--- config.mk ---
export PLATFORM = sky130hd
export DESIGN_NAME = mem_arbiter
export DESIGN_NICKNAME = d
export VERILOG_FILES = /design/src/rtl/mem_arbiter_pkg.sv /design/src/rtl/mem_arb_pick.sv /design/src/rtl/mem_arbiter.sv
export SDC_FILE = /design/constraint.sdc
export NUM_CORES = 1
export LEC_CHECK = 0
export ABC_AREA = 0
export BUFFER_PORTS_ARGS = -buffer_cell sky130_fd_sc_hd__buf_2
export CAP_MARGIN = 30
export CORE_ASPECT_RATIO = 1.4
export CORE_MARGIN = 5
export CORE_UTILIZATION = 49
export CTS_BUF_LIST = sky130_fd_sc_hd__clkbuf_4 sky130_fd_sc_hd__clkbuf_8
export DETAILED_ROUTE_END_ITERATION = 8
export GPL_TIMING_DRIVEN = 0
export PLACE_DENSITY = 0.87
export SYNTH_ARGS = -nofsm -noshare
export SYNTH_HDL_FRONTEND = slang
export SYNTH_SLANG_ARGS = --single-unit
--- constraint.sdc ---
create_clock -name clock -period 2 [get_ports clock]
set_input_delay 0.2 -clock clock [delete_from_list [all_inputs] [get_ports clock]]
set_output_delay 0.2 -clock clock [all_outputs]
set_load 0.02 [all_outputs]
--- src/rtl/mem_arbiter_pkg.sv ---
// Shared definitions for the two-port memory arbiter: bus widths, FSM state
// encoding, owner encoding and the latched memory command payload.
package mem_arbiter_pkg;

  localparam int unsigned ADDR_W = 16;
  localparam int unsigned DATA_W = 16;

  typedef enum logic [1:0] {
    IDLE   = 2'd0,
    ACCESS = 2'd1,
    ACK    = 2'd2
  } state_e;

  typedef enum logic {
    OWN_F = 1'b0,
    OWN_D = 1'b1
  } owner_e;

  // Command latched on the grant edge and driven to memory during ACCESS
  typedef struct packed {
    logic [ADDR_W-1:0] addr;
    logic [DATA_W-1:0] wdata;
    logic              we;
    logic              mis;
  } cmd_t;

  // Word-aligned form of a byte address
  function automatic logic [ADDR_W-1:0] word_addr(input logic [ADDR_W-1:0] a);
    return {a[ADDR_W-1:1], 1'b0};
  endfunction

endpackage

--- src/rtl/mem_arb_pick.sv ---
// Two-requester winner select for the memory arbiter.
// Ports:
//   last_i   owner of the previous grant (only with MEM_ARB_RR_EN)
//   f_req_i  eligible fetch request
//   d_req_i  eligible data request
//   valid_c  some requester is eligible (combinational)
//   owner_c  winning port (combinational)
// MEM_ARB_RR_EN defined: round-robin on contention; otherwise data always wins.
module mem_arb_pick
  import mem_arbiter_pkg::*;
(
`ifdef MEM_ARB_RR_EN
  input  owner_e last_i,
`endif
  input  logic   f_req_i,
  input  logic   d_req_i,
  output logic   valid_c,
  output owner_e owner_c
);

  // Winner select; a lone requester always wins
  always_comb begin
    valid_c = f_req_i | d_req_i;
    owner_c = OWN_D;
    if (f_req_i && d_req_i) begin
`ifdef MEM_ARB_RR_EN
      owner_c = (last_i == OWN_D) ? OWN_F : OWN_D;
`else
      owner_c = OWN_D;
`endif
    end else if (f_req_i) begin
      owner_c = OWN_F;
    end
  end

endmodule

--- src/rtl/mem_arbiter.sv ---
// Two-port arbiter/sequencer for the shared byte-addressed program/data
// memory. One word access at a time: grant in IDLE or ACK, one-cycle memory
// command in ACCESS, one-cycle acknowledge to the owner in ACK.
// Ports:
//   clock, reset_n                   clock, async active-low reset
//   f_req/f_addr -> f_ack/f_rdata/f_err             fetch port (read-only)
//   d_req/d_we/d_addr/d_wdata -> d_ack/d_rdata/d_err data port
//   addrm/wmdata/re/we/mem_alu, rwdata              memory side
//   busy                             FSM not in IDLE
// Build option: MEM_ARB_RR_EN selects round-robin arbitration on contention.
module mem_arbiter
  import mem_arbiter_pkg::*;
(
  input  logic              clock,
  input  logic              reset_n,
  input  logic              f_req,
  input  logic [ADDR_W-1:0] f_addr,
  output logic              f_ack,
  output logic [DATA_W-1:0] f_rdata,
  output logic              f_err,
  input  logic              d_req,
  input  logic              d_we,
  input  logic [ADDR_W-1:0] d_addr,
  input  logic [DATA_W-1:0] d_wdata,
  output logic              d_ack,
  output logic [DATA_W-1:0] d_rdata,
  output logic              d_err,
  output logic [ADDR_W-1:0] addrm,
  output logic [DATA_W-1:0] wmdata,
  output logic              re,
  output logic              we,
  output logic              mem_alu,
  input  logic [DATA_W-1:0] rwdata,
  output logic              busy
);

  state_e            state_q, state_d;
  owner_e            owner_q, owner_d;
  cmd_t              cmd_q, cmd_d;
  logic              re_q, re_d, we_q, we_d;
  logic              f_ack_q, f_ack_d, f_err_q, f_err_d;
  logic              d_ack_q, d_ack_d, d_err_q, d_err_d;
  logic [DATA_W-1:0] f_rdata_q, f_rdata_d, d_rdata_q, d_rdata_d;
  logic              busy_q, busy_d;

  logic   f_elig_c, d_elig_c, pick_valid_c, grant_c;
  owner_e win_c;

  // The port being acknowledged cannot re-arbitrate in its own ACK cycle
  assign f_elig_c = f_req & ~((state_q == ACK) & (owner_q == OWN_F));
  assign d_elig_c = d_req & ~((state_q == ACK) & (owner_q == OWN_D));

  // owner_q doubles as the last-owner record: it changes on every grant
  mem_arb_pick u_pick (
`ifdef MEM_ARB_RR_EN
    .last_i  (owner_q),
`endif
    .f_req_i (f_elig_c),
    .d_req_i (d_elig_c),
    .valid_c (pick_valid_c),
    .owner_c (win_c)
  );

  assign grant_c = pick_valid_c & ((state_q == IDLE) | (state_q == ACK));

  // State and registered outputs; reset aborts any access in flight
  always_ff @(posedge clock or negedge reset_n) begin
    if (!reset_n) begin
      state_q   <= IDLE;
      owner_q   <= OWN_D;
      cmd_q     <= '0;
      re_q      <= 1'b0;
      we_q      <= 1'b0;
      f_ack_q   <= 1'b0;
      f_err_q   <= 1'b0;
      d_ack_q   <= 1'b0;
      d_err_q   <= 1'b0;
      f_rdata_q <= '0;
      d_rdata_q <= '0;
      busy_q    <= 1'b0;
    end else begin
      state_q   <= state_d;
      owner_q   <= owner_d;
      cmd_q     <= cmd_d;
      re_q      <= re_d;
      we_q      <= we_d;
      f_ack_q   <= f_ack_d;
      f_err_q   <= f_err_d;
      d_ack_q   <= d_ack_d;
      d_err_q   <= d_err_d;
      f_rdata_q <= f_rdata_d;
      d_rdata_q <= d_rdata_d;
      busy_q    <= busy_d;
    end
  end

  // Next state, command latch and ack/read-data generation
  always_comb begin
    state_d   = state_q;
    owner_d   = owner_q;
    cmd_d     = cmd_q;
    re_d      = 1'b0;
    we_d      = 1'b0;
    f_ack_d   = 1'b0;
    f_err_d   = 1'b0;
    d_ack_d   = 1'b0;
    d_err_d   = 1'b0;
    f_rdata_d = f_rdata_q;
    d_rdata_d = d_rdata_q;

    case (state_q)
      IDLE: begin
        if (grant_c) state_d = ACCESS;
      end
      ACCESS: begin
        state_d = ACK;
        if (owner_q == OWN_F) begin
          f_ack_d = 1'b1;
          f_err_d = cmd_q.mis;
          if (!cmd_q.we) f_rdata_d = rwdata;
        end else begin
          d_ack_d = 1'b1;
          d_err_d = cmd_q.mis;
          if (!cmd_q.we) d_rdata_d = rwdata;
        end
      end
      ACK: begin
        state_d = grant_c ? ACCESS : IDLE;
      end
      default: begin
        state_d = IDLE;
      end
    endcase

    // Inputs are only sampled here; the strobes follow the latched command
    if (grant_c) begin
      owner_d = win_c;
      if (win_c == OWN_D) begin
        cmd_d.addr  = word_addr(d_addr);
        cmd_d.wdata = d_wdata;
        cmd_d.we    = d_we;
        cmd_d.mis   = d_addr[0];
      end else begin
        cmd_d.addr  = word_addr(f_addr);
        cmd_d.we    = 1'b0;
        cmd_d.mis   = f_addr[0];
      end
      re_d = ~cmd_d.we;
      we_d = cmd_d.we;
    end

    busy_d = (state_d != IDLE);
  end

  assign addrm   = cmd_q.addr;
  assign wmdata  = cmd_q.wdata;
  assign re      = re_q;
  assign we      = we_q;
  assign mem_alu = 1'b0;
  assign f_ack   = f_ack_q;
  assign f_err   = f_err_q;
  assign f_rdata = f_rdata_q;
  assign d_ack   = d_ack_q;
  assign d_err   = d_err_q;
  assign d_rdata = d_rdata_q;
  assign busy    = busy_q;

endmodule

==> flow_summary.json, run 1 <==
{
  "status": "finished with violations",
  "violations": "hold timing",
  "yosysTopAreaCell": "dfrtp_1",
  "postLayoutCoreUtil_pct": 65.5,
  "seqCellArea_um2": 1880,
  "fin_tns_setup_ns": 0,
  "final-setup-viol-count": 0,
  "cts.htree.levels": 3,
  "antenna-diode-count": 0,
  "crit_type": "register to register",
  "period_needed_ns": 1.88,
  "crit_end": "f_rdata[11]",
  "fp.dieH_um": 106,
  "drive_gt1_share_pct": 64.1,
  "max_freq_mhz": 531,
  "min_period_over_period_pct": 94.2,
  "syn_to_final_growth_pct": 31.9,
  "wl_per_cell_um": 15.1,
  "via_per_inst": 4.89,
  "tightest_slew_ns": 0.916,
  "arrival_ns": 2.10,
  "power.density_nw_per_um2": 1820,
  "gr-total-overflow": 0,
  "ir_worst_vdd_mv": 0.881,
  "num_rows": 35,
  "path_clk_slew_ns": 0.08,
  "seq_area_frac_synth_pct": 57.9,
  "via_count": 2309,
  "yosys.area.top_type_share_pct": 57.1,
  "layout_common_cells": "buf_2 (142), dfrtp_1 (74), mux2_2 (38)",
  "drc": 0,
  "wirelength_um": 7150,
  "synth_cells": 243,
  "fill_cells": 504,
  "grt_first_pass_wirelength_um": 11500,
  "grt_pass1_vias": 2374,
  "skew_ns": 0.00771,
  "maxSlewHeadroom_pct": 38.9,
  "synth_cell_type_count": 31,
  "multi_input_area_um2": 1020,
  "slowest_delay_ns": 0.46,
  "numPlacedInstances": 456,
  "dr.pass1.iters": 4,
  "synth_area_leaders": "dfrtp_1 (57%), mux2_2 (13%), buf_4 (7.9%)",
  "clk_latency_ns": 0.33,
  "nets": 462,
  "clockBufferDepth": 2,
  "ys_seq_elements": 75,
  "start_util_pct": 49.7,
  "hold_slack_ns": -0.00740,
  "final_cells": 472,
  "grtUsageTotal_pct": 17.6,
  "total_power_mw": 7.78,
  "maxSlewViolCount": 0,
  "rr_startpoint": "state_q[1]",
  "drtAntennaViolNets": 0,
  "cap_viol_max_count": 0,
  "timing.rr.end": "f_rdata[11]",
  "syn_area_um2": 3240,
  "die_area_um2": 8370,
  "yosys_warnings": 0,
  "crit_chain": "nand2b_4, nor3_2, buf_4, mux2_2",
  "cts_tree": "built",
  "drtIter0Drc": 65,
  "cp-startpoint": "state_q[1]",
  "core_um2": 6530,
  "synth.avg_cell_area_um2": 13.3,
  "grt_start_max_net_pins": 76,
  "place_congestion": 0.785,
  "hold_path.class": "primary input to asynchronous set/reset pin",
  "slowest_stage": "nor3_2",
  "synthFlopType": "dfrtp_1",
  "cts-buffers-inserted": 9,
  "worstPathRequired_ns": 2.21,
  "critPathCaptureType": "register",
  "port_buffers": 138,
  "cts.sinks": 75,
  "final_common_cell": "buf_2",
  "antenna_found_initial": 0,
  "synth_enable_flop_cells": 0,
  "rsz0062_at_grt": "no",
  "rr_worst_depth": 4,
  "finalHoldViolCount": 12,
  "r2r_slack_ns": 0.12,
  "leakage_nw": 2.20,
  "ctsHoldBuffers": 0,
  "io_pins": 141,
  "die_w_um": 78.7,
  "post_cts_buffers": 0,
  "worstSetupStartpointType": "register",
  "path_max_fanout": 10,
  "dp_hpwl_um": 5500,
  "clock-root-buffer": "clkbuf_8",
  "cts-resized-gates": 0,
  "synthArstFlopShare_pct": 100
}
## sequential cells by signal, summed over array words and instances (netlist names), 2 cells and up
signal,flops
f_rdata,16
cmd_q,2
wmdata,16
addrm,15
d_rdata,16
state_q,2
## routing by layer
metal  global-route usage, %  part of all wire (%)
met1                    21.1                    39
met2                    29.8                    51
met3                    5.34                   8.6
met4                    6.25                   1.3
met5                       0                     0
## through the flow
stage               area [µm²]  worst slack [ns]  hold WS [ns]
CTS                       4280             0.107        0.0228
global placement          4030             0.181         0.432
global route              4280            0.0374        0.0676
detailed placement        4030             0.140         0.395
finish                    4280             0.116      -0.00740
floorplan                 3250             0.400       -0.0956
## worst max-delay path, delay by kind of cell (launching register included)
family	cells	cell delay, ns
buffers and inverters	1	0.30
DFF	1	0.45
muxes	1	0.36
and+or+nand+nor	2	0.66
## kinds of logic after synthesis
logic type,Yosys count,share of synthesized area (%)
AOI/OAI and AO/OA,36,6.91
DFF,75,57.9
muxes,52,19.1
and+or+nand+nor,32,5.13
other,1,0.116
buffers and inverters,47,10.8
## final cells by class
cell class / instances / share of cell area, %
repair buffers: 138 / 16.2
flip-flops and latches: 75 / 43.9
clock inverters: 6 / 2.63
plain buffers: 44 / 7.90
clock buffers: 10 / 3.07
inverters: 3 / 0.322
well taps: 74 / 2.17
multi-input cells: 122 / 23.8
## report_power, final
| group | total [mW] | internal [mW] | switching, mW |
|---|---|---|---|
| clock | 1.39 | 0.847 | 0.545 |
| sequential | 2.66 | 2.27 | 0.395 |
| combinational | 3.72 | 1.78 | 1.95 |
| total | 7.78 | 4.89 | 2.89 |
## synth_stat cells, types with 2 or more instances
| cell | number |
|---|---|
| buf_2 | 5 |
| o22ai_1 | 12 |
| nor2_1 | 5 |
| and2_1 | 2 |
| mux2_4 | 10 |
| nand2_1 | 18 |
| mux2i_1 | 4 |
| o21ai_0 | 16 |
| mux2_2 | 38 |
| inv_1 | 2 |
| dfrtp_1 | 74 |
| buf_4 | 34 |
| buf_6 | 3 |
| o21ai_1 | 3 |
## how the worst min path moves through the flow
stage                    start          to  slack, ns  cells after the start
global placement    d_wdata[3]   wmdata[3]       0.43                      2
detailed placement     reset_n  d_rdata[2]       0.39                      1
floorplan              reset_n   addrm[10]       -0.1                      0
finish                 reset_n  d_rdata[1]     -0.007                      1
global route           reset_n  d_rdata[2]       0.07                      1
CTS                    reset_n  d_rdata[3]       0.02                      1
(Power assumes the default switching activity.)
==> inputs of run 2 (changes only) <==
REMOVE_ABC_BUFFERS = 1   (was not set)
==> flow_summary.json, run 2 (synthesis results as in run 1) <==
{
  "fill_cells": 526,
  "worstSetupStartpointType": "register",
  "io_pins": 141,
  "antenna-diode-count": 0,
  "ir_worst_vdd_mv": 0.827,
  "crit_chain": "nand2b_4, nor3_2, buf_6, mux2_2",
  "final_common_cell": "buf_2",
  "seqCellArea_um2": 1880,
  "switchingPower_mw": 2.78,
  "hold_path.class": "primary input to asynchronous set/reset pin",
  "place_congestion": 0.708,
  "status": "finished with violations",
  "arrival_ns": 2.03,
  "leakage_nw": 2.00,
  "num_rows": 35,
  "wl_per_cell_um": 15.1,
  "hold_slack_ns": -0.0133,
  "gr-total-overflow": 0,
  "pwr-share-clk_pct": 16.7,
  "cts-resized-gates": 0,
  "clk_latency_ns": 0.34,
  "slowest_stage": "nor3_2",
  "seq_power_share_pct": 37.7,
  "power.share.switching_pct": 39.3,
  "core_um2": 6530,
  "max_freq_mhz": 556,
  "dp_hpwl_um": 4840,
  "drc": 0,
  "design_area_um2": 3980,
  "clock-root-buffer": "clkbuf_8",
  "postPlaceCellArea_um2": 3720,
  "maxSlewViolCount": 0,
  "violations": "hold timing",
  "p_comb_share_pct": 45.6,
  "period_needed_ns": 1.80,
  "critPathCaptureType": "register",
  "maxSlewHeadroom_pct": 39.1,
  "min_period_over_period_pct": 89.9,
  "path_clk_slew_ns": 0.08,
  "slowest_delay_ns": 0.45,
  "cp_top_family": "simple AND/OR/NAND/NOR gates",
  "multi_input_area_um2": 1020,
  "cts.htree.levels": 3,
  "die_w_um": 78.7,
  "drtIter0Drc": 43,
  "cts_tree": "built",
  "layout_common_cells": "buf_2 (137), dfrtp_1 (74), mux2_2 (38)",
  "worstPathRequired_ns": 2.23,
  "final-setup-viol-count": 0,
  "antenna_found_initial": 0,
  "wirelength_um": 6520,
  "dr.pass1.iters": 4,
  "fp.dieH_um": 106,
  "start_util_pct": 49.7,
  "finalHoldViolCount": 11,
  "nets": 423,
  "cts.sinks": 75,
  "tightest_slew_ns": 0.913,
  "skew_ns": 0.00935,
  "grtUsageTotal_pct": 16.3,
  "grt_first_pass_wirelength_um": 10700,
  "via_per_inst": 5.00,
  "syn_to_final_growth_pct": 22.7,
  "rsz0062_at_grt": "no",
  "drive_gt1_share_pct": 60.7,
  "crit_type": "register to register",
  "drtAntennaViolNets": 0,
  "path_buf_inv": 1,
  "power.density_nw_per_um2": 1780,
  "port_buffers": 138,
  "via_count": 2166,
  "path_max_fanout": 11,
  "intPower_mw": 4.30,
  "clockBufferDepth": 2,
  "cts-buffers-inserted": 9,
  "die_area_um2": 8370,
  "cap_viol_max_count": 0,
  "grt_pass1_vias": 2254,
  "grt_start_max_net_pins": 76
}
-- run 2: cell types whose count changed in the layout (fill, tap and decap cells not counted), moves of 2 or more --
| cell | change |
|---|---|
| clkinvlp_4 | +2 |
| buf_4 | -33 |
| bufinv_16 | -2 |
| buf_2 | -5 |
| buf_6 | -2 |
-- run 2: area by class of cell --
type                            count  area share [%]
Clock inverter                      5            1.57
Sequential cell                    75            47.2
Multi-Input combinational cell    122            25.6
Clock buffer                       11            3.65
Timing Repair Buffer              143            19.3
Inverter                            3           0.346
Tap cell                           74            2.33
-- run 2: worst reg2reg max path, stage by stage, from the launching register on --
cell and delay, ns:
dfrtp_1 0.44, nand2b_4 0.20, nor3_2 0.45, buf_6 0.24
mux2_2 0.35
-- run 2: final timing paths --
kind                                  from          end  slack, ns  cells after the start
worst min register to register    addrm[1]     addrm[1]       0.48                      2
worst max register to register  state_q[1]   f_rdata[0]       0.20                      4
worst max-delay path            state_q[1]   f_rdata[0]       0.20                      4
min in group clock              d_wdata[5]    wmdata[5]       0.09                      2
worst min-delay path               reset_n   d_rdata[5]      -0.01                      1
max in group asynchronous          reset_n  f_rdata[14]       1.42                      1
-- run 2: repair_timing --
action / CTS / global route
hold buffers: 0 / 0
buffers inserted: 0 / 3
setup endpoints to repair: 0 / 19
-- run 2: power groups by stage --
stage          clock network (mW)  registers (mW)  logic, mW
4_1_cts                      1.21            2.68       3.21
2_1_floorplan                   0            3.53       1.22
3_3_place_gp                    0            2.65       3.09
3_5_place_dp                    0            2.70       3.21
5_1_grt                      1.28            2.78       3.47
6_report                     1.18            2.67       3.22
-- run 2: per-layer routing --
layer  wire length [µm]  track usage, %  share of wire, %
met2               3250            26.5                50
met3                655            5.76                10
met5                  0               0                 0
met1               2520            19.4                39
met4                 95            7.12               1.5
-- run 2: stage by stage --
| step | power (mW) | setup TNS, ns | std cells | setup slack (ns) | utilization [%] |
|---|---|---|---|---|---|
| after floorplan | 4.75 | -5.79 | 200 | -0.269 | - |
| after CTS | 7.10 | 0 | 430 | 0.0646 | 60.2 |
| after detailed placement | 5.91 | 0 | 414 | 0.0884 | 57.0 |
| final | 7.07 | 0 | 433 | 0.202 | 61.0 |
| after global placement | 5.73 | -20.96 | 412 | -0.675 | 56.6 |
| after global routing | 7.53 | 0 | 433 | 0.107 | 61.0 |
==> inputs of run 3 (changes only) <==
ABC_AREA = 1   (was 0)
SYNTH_HIERARCHICAL = 1   (was not set)
==> flow_summary.json, run 3 <==
{
  "status": "finished with violations",
  "violations": "hold timing",
  "period_needed_ns": 1.86,
  "synth.avg_cell_area_um2": 8.35,
  "synth_enable_flop_cells": 0,
  "die_area_um2": 8590,
  "drtAntennaViolNets": 0,
  "grt_start_max_net_pins": 76,
  "seq_area_frac_synth_pct": 56.2,
  "antenna-diode-count": 0,
  "yosysTopAreaCell": "dfrtp_1",
  "rsz0062_at_grt": "no",
  "ir_worst_vdd_mv": 0.699,
  "skew_ns": 0.0105,
  "clk_latency_ns": 0.34,
  "yosys.area.top_type_share_pct": 55.5,
  "slowest_stage": "dfstp_2",
  "layout_common_cells": "nand2_1 (212), buf_2 (137), dfrtp_1 (74)",
  "path_max_fanout": 17,
  "cts.sinks": 75,
  "final_cells": 600,
  "crit_type": "register to register",
  "synth_top_family_by_area": "simple AND/OR/NAND/NOR gates",
  "synthFlopType": "dfrtp_1",
  "antenna_found_initial": 0,
  "drtIter0Drc": 143,
  "wirelength_um": 7880,
  "synth_mux_area_share_pct": 0,
  "tightest_slew_ns": 0.916,
  "drc": 0,
  "path_buf_inv": 3,
  "drive_gt1_share_pct": 33.5,
  "arrival_ns": 2.09,
  "grt_first_pass_wirelength_um": 12200,
  "worstSetupStartpointType": "register",
  "numPlacedInstances": 583,
  "cap_viol_max_count": 0,
  "syn_to_final_growth_pct": 22.7,
  "cts-buffers-inserted": 9,
  "power.density_nw_per_um2": 1720,
  "crit_chain": "o21ai_0, inv_1, inv_1, nand2_1, inv_1, nor2_4, nand2_4, nand2_1, nand2_1",
  "synthArstFlopShare_pct": 100,
  "fill_cells": 549,
  "core_um2": 6610,
  "synth_xor_area_share_pct": 0,
  "clock-root-buffer": "clkbuf_8",
  "via_count": 2810,
  "finalHoldViolCount": 17,
  "wl_per_cell_um": 13.1,
  "fp.dieH_um": 108,
  "grt_pass1_vias": 2695,
  "critPathCaptureType": "register",
  "min_period_over_period_pct": 92.8,
  "worstPathRequired_ns": 2.23,
  "synthTopCellsByCount": "nand2_1 (215), dfrtp_1 (74), buf_4 (36), nand3_1 (32), buf_2 (11)",
  "hold_slack_ns": -0.0111,
  "cts.htree.levels": 3,
  "gr-total-overflow": 0,
  "postLayoutCoreUtil_pct": 62.0,
  "clockBufferDepth": 2,
  "via_per_inst": 4.68,
  "cts_tree": "built",
  "path_clk_slew_ns": 0.08,
  "start_util_pct": 50.5,
  "synth_fa_ha_area_share_pct": 0,
  "total_power_mw": 7.04,
  "nets": 572,
  "syn_area_um2": 3340,
  "slowest_delay_ns": 0.59,
  "yosysMostFrequentCell": "nand2_1",
  "final_common_cell": "nand2_1",
  "dp_hpwl_um": 5590,
  "synth_area_leaders": "dfrtp_1 (55%), nand2_1 (24%), buf_4 (8.1%)",
  "io_pins": 141,
  "place_congestion": 0.741,
  "setup_ws_ns": 0.144,
  "place_ws_ns": -0.447,
  "synth-simple-area-share_pct": 31.5,
  "port_buffers": 138,
  "cp_top_family": "simple AND/OR/NAND/NOR gates",
  "die_w_um": 79.8,
  "maxSlewHeadroom_pct": 38.9,
  "synth_compound_area_share_pct": 0.599,
  "final-setup-viol-count": 0,
  "leakage_nw": 2.43,
  "yosys_warnings": 6,
  "synth_cell_type_count": 18,
  "maxSlewViolCount": 0,
  "max_freq_mhz": 539,
  "ys_seq_elements": 75,
  "num_rows": 35,
  "dr.pass1.iters": 4,
  "hold_path.class": "primary input to asynchronous set/reset pin",
  "grtUsageTotal_pct": 18.4,
  "synth_cells": 400
}
## run 3: final cells by class
cell class,instances,area (µm²),share of cell area (%)
Multi-Input combinational cell,267,1110,27.2
Sequential cell,75,1880,45.8
Inverter,10,42.5,1.04
Tap cell,92,115,2.81
Clock buffer,9,124,3.02
Clock inverter,7,98.8,2.41
Timing Repair Buffer,140,724,17.7
## run 3: repair_timing
action | in CTS | in global routing
gates cloned | 0 | 0
hold buffers | 0 | 0
setup endpoints to repair | 33 | 17
pin swaps | 1 | 0
gates resized for setup | 7 | 4
buffers inserted | 1 | 0
hold endpoints to repair | 0 | 0
## run 3: final timing paths
check	endpoint	start	cells after the start	slack (ns)
max	wmdata[13]	owner_q	9	0.14
min	addrm[10]	reset_n	1	-0.01
max reg2reg	wmdata[13]	owner_q	9	0.14
min reg2reg	d_rdata[11]	d_rdata[11]	2	0.47
max in group asynchronous	addrm[3]	reset_n	1	1.42
min in group clock	wmdata[5]	d_wdata[5]	3	0.05
## run 3: per-layer routing
| layer | up-vias | global-route usage [%] | wire length, µm |
|---|---|---|---|
| met1 | 1311 | 21.6 | 3130 |
| met2 | 98 | 32.6 | 4160 |
| met5 | - | 0 | 0 |
| li1 | 1393 | - | - |
| met4 | 0 | 7.61 | 119 |
| met3 | 8 | 3.43 | 468 |
## run 3: where the power goes
part           internal [mW]  switching (mW)
Clock                  0.711           0.583
Sequential              2.24           0.383
Combinational          0.964            2.16
Total                   3.91            3.13
## run 3: kinds of logic after synthesis
| logic type | Yosys count |
|---|---|
| flip-flops | 75 |
| AND/OR/NAND/NOR | 261 |
| other | 1 |
| buffers and inverters | 59 |
| AO/OA/AOI/OAI | 4 |
## run 3: worst reg2reg max path: cells and delay by family (launching register included)
kind	cells	cell delay [ns]
AO/OA/AOI/OAI	1	0.11
flip-flops	1	0.59
AND/OR/NAND/NOR	5	0.77
buffers and inverters	3	0.29
## run 3: through the flow
stage / area (µm²) / TNS (ns)
after global routing: 4100 / 0
after CTS: 4080 / 0
after floorplan: 3000 / -3.55
final: 4100 / 0
after detailed placement: 3810 / -8.58
after global placement: 3800 / -17.37
